===== src/rtl/mem_waitstate_ctrl.sv =====
// Memory wait-state controller: per-region programmable wait states, read latency
// tracking, byte-lane alignment and read-modify-write for word-write-only regions.
module mem_waitstate_ctrl #(
  parameter int unsigned NUM_REGIONS = 16,
  parameter int unsigned WS_W        = 4,
  parameter int unsigned RD_LAT      = 1,
  parameter int unsigned DEFAULT_WS  = 0
) (
  input  logic                          clk,
  input  logic                          rst,
  input  logic [31:0]                   cpu_addr,
  input  logic [31:0]                   cpu_wdata,
  input  logic [1:0]                    cpu_width,
  input  logic                          cpu_read,
  input  logic                          cpu_write,
  output logic [31:0]                   cpu_rdata,
  output logic                          cpu_ok,
  input  logic [NUM_REGIONS*WS_W-1:0]   ws_cfg,
  input  logic                          ws_load,
  input  logic [NUM_REGIONS-1:0]        rmw_en,
  output logic [31:0]                   mem_addr,
  output logic [31:0]                   mem_wdata,
  output logic [3:0]                    mem_be,
  output logic                          mem_rd,
  output logic                          mem_wren,
  input  logic [31:0]                   mem_rdata
);

  localparam int unsigned LAT_W = $clog2(RD_LAT + 1);

  typedef enum logic [2:0] {StIdle, StWait, StAcc, StLat, StMerge, StDone} state_e;

  state_e            state_q, state_d;
  logic [31:0]       addr_q, addr_d;
  logic [31:0]       wdata_q, wdata_d;
  logic [1:0]        width_q, width_d;
  logic              write_q, write_d;
  logic              rmw_q, rmw_d;
  logic              rot_q, rot_d;
  logic [WS_W-1:0]   ws_cnt_q, ws_cnt_d;
  logic [LAT_W-1:0]  lat_cnt_q, lat_cnt_d;
  logic [31:0]       cap_q, cap_d;
  logic [31:0]       rdata_q, rdata_d;
  logic [WS_W-1:0]   ws_q [NUM_REGIONS];

  logic [3:0]        req_region;
  logic [1:0]        req_width;
  logic              req_narrow;
  logic [WS_W-1:0]   sel_ws;
  logic              sel_rmw;

  logic [4:0]        sh;
  logic [31:0]       width_mask;
  logic [3:0]        be_base;
  logic [31:0]       lane_data;
  logic [31:0]       lane_mask;
  logic [63:0]       rd_dbl;
  logic [31:0]       rd_aligned;

  assign req_region = cpu_addr[27:24];
  assign req_width  = (cpu_width == 2'd3) ? 2'd2 : cpu_width;
  assign req_narrow = (req_width != 2'd2);

  // Region lookup; indices at or above NUM_REGIONS fall through to ws 0, no RMW.
  always_comb begin
    sel_ws  = '0;
    sel_rmw = 1'b0;
    for (int i = 0; i < int'(NUM_REGIONS); i++) begin
      if (int'(req_region) == i) begin
        sel_ws  = ws_q[i];
        sel_rmw = rmw_en[i];
      end
    end
  end

  // Lane alignment helpers derived from the latched transaction.
  always_comb begin
    sh = {addr_q[1:0], 3'b000};
    unique case (width_q)
      2'd0:    begin width_mask = 32'h0000_00FF; be_base = 4'b0001; end
      2'd1:    begin width_mask = 32'h0000_FFFF; be_base = 4'b0011; end
      default: begin width_mask = 32'hFFFF_FFFF; be_base = 4'b1111; end
    endcase
    lane_data = wdata_q << sh;
    lane_mask = width_mask << sh;
    rd_dbl    = {mem_rdata, mem_rdata} >> sh;
    // Rotate for word / RMW-region reads, otherwise shift down and zero-extend.
    rd_aligned = rot_q ? rd_dbl[31:0] : ((mem_rdata >> sh) & width_mask);
  end

  // Wait-state registers; ws_load only affects future counter loads.
  always_ff @(posedge clk or posedge rst) begin
    if (rst) begin
      for (int i = 0; i < int'(NUM_REGIONS); i++) ws_q[i] <= WS_W'(DEFAULT_WS);
    end else if (ws_load) begin
      for (int i = 0; i < int'(NUM_REGIONS); i++) ws_q[i] <= ws_cfg[i*WS_W +: WS_W];
    end
  end

  // FSM and transaction state registers.
  always_ff @(posedge clk or posedge rst) begin
    if (rst) begin
      state_q   <= StIdle;
      addr_q    <= '0;
      wdata_q   <= '0;
      width_q   <= '0;
      write_q   <= 1'b0;
      rmw_q     <= 1'b0;
      rot_q     <= 1'b0;
      ws_cnt_q  <= '0;
      lat_cnt_q <= '0;
      cap_q     <= '0;
      rdata_q   <= '0;
    end else begin
      state_q   <= state_d;
      addr_q    <= addr_d;
      wdata_q   <= wdata_d;
      width_q   <= width_d;
      write_q   <= write_d;
      rmw_q     <= rmw_d;
      rot_q     <= rot_d;
      ws_cnt_q  <= ws_cnt_d;
      lat_cnt_q <= lat_cnt_d;
      cap_q     <= cap_d;
      rdata_q   <= rdata_d;
    end
  end

  // Next-state logic: accept, wait, access, latency, merge, complete.
  always_comb begin
    state_d   = state_q;
    addr_d    = addr_q;
    wdata_d   = wdata_q;
    width_d   = width_q;
    write_d   = write_q;
    rmw_d     = rmw_q;
    rot_d     = rot_q;
    ws_cnt_d  = ws_cnt_q;
    lat_cnt_d = lat_cnt_q;
    cap_d     = cap_q;
    rdata_d   = rdata_q;
    unique case (state_q)
      StIdle: begin
        if (cpu_read || cpu_write) begin
          addr_d   = cpu_addr;
          wdata_d  = cpu_wdata;
          width_d  = req_width;
          write_d  = cpu_write;
          rmw_d    = cpu_write && req_narrow && sel_rmw;
          rot_d    = !req_narrow || sel_rmw;
          ws_cnt_d = sel_ws;
          state_d  = (sel_ws != '0) ? StWait : StAcc;
        end
      end
      StWait: begin
        if (ws_cnt_q == WS_W'(1)) state_d = StAcc;
        else                      ws_cnt_d = ws_cnt_q - WS_W'(1);
      end
      StAcc: begin
        if (!write_q || rmw_q) begin
          lat_cnt_d = LAT_W'(RD_LAT);
          state_d   = StLat;
        end else begin
          state_d = StDone;
        end
      end
      StLat: begin
        if (lat_cnt_q == LAT_W'(1)) begin
          cap_d = mem_rdata;
          if (write_q) begin
            state_d = StMerge;
          end else begin
            rdata_d = rd_aligned;
            state_d = StDone;
          end
        end else begin
          lat_cnt_d = lat_cnt_q - LAT_W'(1);
        end
      end
      StMerge: state_d = StDone;
      StDone:  state_d = StIdle;
      default: state_d = StIdle;
    endcase
  end

  // Moore outputs decoded from the registered state; strobes are mutually exclusive.
  always_comb begin
    mem_rd    = 1'b0;
    mem_wren  = 1'b0;
    mem_be    = 4'b0000;
    mem_wdata = '0;
    cpu_ok    = 1'b0;
    unique case (state_q)
      StAcc: begin
        if (!write_q || rmw_q) begin
          mem_rd = 1'b1;
        end else begin
          mem_wren  = 1'b1;
          mem_wdata = lane_data;
          mem_be    = be_base << addr_q[1:0];
        end
      end
      StMerge: begin
        mem_wren  = 1'b1;
        mem_wdata = (lane_data & lane_mask) | (cap_q & ~lane_mask);
        mem_be    = 4'hF;
      end
      StDone:  cpu_ok = 1'b1;
      default: ;
    endcase
  end

  assign mem_addr  = {addr_q[31:2], 2'b00};
  assign cpu_rdata = rdata_q;

endmodule


===== config.mk =====
export PLATFORM = sky130hd
export DESIGN_NAME = mem_waitstate_ctrl
export DESIGN_NICKNAME = d
export VERILOG_FILES = /design/src/rtl/mem_waitstate_ctrl.sv
export SDC_FILE = /design/constraint.sdc
export NUM_CORES = 1
export LEC_CHECK = 0
export CORE_MARGIN = 2
export CORE_UTILIZATION = 41
export CTS_CLUSTER_DIAMETER = 30
export DETAILED_ROUTE_END_ITERATION = 8
export PLACE_DENSITY = 0.79
export SLEW_MARGIN = 25
export SYNTH_ARGS = -nofsm -noshare
export SYNTH_HDL_FRONTEND = slang
export SYNTH_SLANG_ARGS = --single-unit

===== constraint.sdc =====
create_clock -name clk -period 7 [get_ports clk]
set_input_delay 1.4 -clock clk [delete_from_list [all_inputs] [get_ports clk]]
set_output_delay 1.4 -clock clk [all_outputs]
set_load 0.02 [all_outputs]

==> metrics.cfg <==
[run_status]
run_status = completed

[power]
power_density_mw_per_mm2 = 447.8
leakagePower_nw = 6.601
vdd_drop_max_v = 0.0003030

[global_routing]
grt_max_degree = 121
grt_pass1_wl_um = 51000
gr-usage-met1 = 0.2974
overflow = 0
grt_pass1_vias = 9357
antenna_found_initial = 1
grt.busiest_layer = met2
grtUsageTotal = 0.2437
grtUsageMet3 = 0.07132
gr-usage-met2 = 0.4043

[sta]
final_hold_viol_count = 0
skew_ns = 0.01769
fin_crit_sh = 0.7060
max_freq_mhz = 202.4
setup_slack_ns = 2.058
finalSetupViolCount = 0
drv_slew = 0
period_needed_ns = 4.942
slew_headroom = 0.3231
rsz0062_at_grt = false
fin_setup_tns_ns = 0
worstMarginPinSlew_ns = 1.012

[yosys]
synth_enable_flop_cells = 0
ys_warn_count = 0
synthArstFlopShare = 1.000
synth_area_leader_cell = dfrtp_1
ys_seq_elements = 205
post-synth-top-area-fraction = 0.4838
netlist_instances = 1080
netlist_area_sq_mm = 0.01060
synthFlopType = dfrtp_1
synth_area_leaders = dfrtp_1 (48%), mux2_2 (10%), nand2_1 (9.1%), mux2i_1 (5.4%), o21ai_0 (2.7%)
ys_seq_area_frac = 0.4838
ys_types = 62
avgSynthCellArea_sq_um = 9.817

[clock_network]
htreeDepth = 2
clockBufferDepth = 3
cts_resized = 0
post_cts_buffers = 0
cts_inserted_buffers = 50
cts_tree = yes
ctsHoldBuffers = 0
clock_sinks = 205
root_buffer = clkbuf_16
clkTransAtPathRegs_ns = 0.05
clk_latency_ns = 0.55

[die]
core_area_sq_mm = 0.02525
die_y_um = 164.8
io_pins = 286
die_w_um = 164.8
dieArea_sq_mm = 0.02716
initial_core_util = 0.4198
num_rows = 58

[cells_and_area]
layout-drive-gt1-share = 0.1581
nFillCells = 2100
area_growth_pct = 42.94
final_common_cell = clkdlybuf4s50_1
nets = 1504
layout_common_cells = clkdlybuf4s50_1 (280), nand2_1 (257), dfrtp_1 (203), mux2_2 (97)

[setup_path]
cp_max_fo = 35
crit_slowest_cell = dfrtp_2
endpoint_kind = output pin
worstPathCellList = buf_4 -> a211oi_1 -> a21oi_1 -> clkinv_1 -> nor2_1 -> a21oi_1 -> o22ai_1 -> clkdlybuf4s50_1
cpPeakStageDelay_ns = 0.76
critPathKind = reg -> out
path_delay_family = buffers and inverters
path_common_cell = a21oi_1
arrival_ns = 3.54
crit_required_ns = 5.60
startpoint_type = register
rr_startpoint = addr_q[0]
cp-startpoint = addr_q[1]
timing.critical_path.buf_inv = 3

[hold_path]
hp-class = reg -> reg
min-delay-start = rmw_q

[placement]
hpwl_um = 23260
io_buffers = 283
place_congestion = 0.9614
pre_cts_slack_ns = 2.695

[drt]
vias = 9183
drt_iter0_markers = 694
vias_per_cell = 5.424
wl_per_cell_um = 19.62
ant_nets = 0
drc_errors = 0
first_pass_iters = 6
finalWirelength_um = 33220

[run]
max_cap_violations = 0

Yosys cell counts (2+ instances only):
cell type and instances:
buf_4 34, nor3_1 11, o21ai_0 57, o21a_1 18, a22oi_1 2, mux4_2 4
a32o_1 8, nand2b_1 8, mux2i_1 57, o221ai_1 17, a221oi_1 3, nand2_1 257
o22ai_1 14, a22o_1 16, and3_1 2, mux2_2 97, and2_1 3, nor2_1 42
a21oi_1 32, a21boi_0 9, ha_1 2, buf_2 15, buf_6 2, nor2b_1 16
o311ai_1 2, nand3b_1 3, o31ai_1 5, nand3_1 18, dfrtp_1 205, o21bai_1 3
nand4b_1 2, nand4_1 4, o21ai_1 2, or2_2 4, inv_1 17, clkbuf_1 45
a211o_1 10, buf_1 10
power breakdown:
| group | leakage (nW) | total [mW] | internal, mW | switching, mW |
|---|---|---|---|---|
| Combinational | 3.29 | 2.32 | 1.06 | 1.26 |
| Sequential | 2.46 | 2.07 | 1.63 | 0.438 |
| Clock | 0.852 | 2.40 | 1.63 | 0.770 |
| Total | 6.60 | 6.79 | 4.32 | 2.47 |
registers in the layout (all words and copies together), names as in the netlist:
| register | cells |
|---|---|
| rmw_q | 1 |
| write_q | 1 |
| ws_cnt_q | 4 |
| lat_cnt_q | 1 |
| addr_q | 32 |
| width_q | 2 |
| rot_q | 1 |
| cpu_rdata | 32 |
| ws_q | 64 |
| wdata_q | 32 |
| cap_q | 32 |
| state_q | 3 |
metrics by stage:
step	cell area (sq um)	std cells	util	hold slack [ns]	power, mW
finish	15160	1693	0.6001	0.4644	6.787
global route	15150	1690	0.5998	0.4928	7.156
CTS	15150	1690	0.6000	0.4670	6.813
detailed placement	13380	1597	0.5297	0.4556	4.378
global placement	13380	1597	0.5297	0.4519	4.330
floorplan	10610	1081	-	0.4379	3.533
worst min-delay path, delay by kind of cell, from the launching register on:
kind             cells  cell delay (ns)
AO/OA/AOI/OAI        1             0.05
AND/OR/NAND/NOR      1             0.05
flip-flops           1             0.33
per-layer routing:
metal  vias to the layer above  routed length (um)  share of wire
met4                         0                1213          0.037
met1                      4399               12930           0.39
li1                       4243                   -              -
met5                         -                   0              0
met2                       456               15760           0.47
met3                        85                3312           0.10
path summary, 6_finish.rpt:
path	to	slack, ns	cells after the start
max	mem_wdata[17]	2.06	8
min	rmw_q	0.46	2
min in group asynchronous	addr_q[5]	1.44	2
max reg2reg	cpu_rdata[30]	4.51	5
min reg2reg	rmw_q	0.46	2
max in group asynchronous	cap_q[15]	4.43	3
logic make-up after synthesis:
kind of cell / Yosys count / synth area share
compound gates: 210 / 0.1346
fa+ha+maj: 2 / 0.002360
flops: 205 / 0.4838
xor+xnor: 1 / 0.0008262
buf+inv: 125 / 0.05959
simple gates: 377 / 0.1506
other cells: 1 / 0.0003537
mux: 159 / 0.1678
final cells by class:
type,count,area [sq um],area share
Clock inverter,34,450.4,0.02972
Inverter,18,75.07,0.004953
Timing Repair Buffer,293,2893,0.1909
Sequential cell,205,5132,0.3386
Tap cell,330,412.9,0.02724
Clock buffer,59,1325,0.08743
Antenna cell,3,7.507,0.0004953
Multi-Input combinational cell,751,4860,0.3206
(Power assumes the default switching activity.)
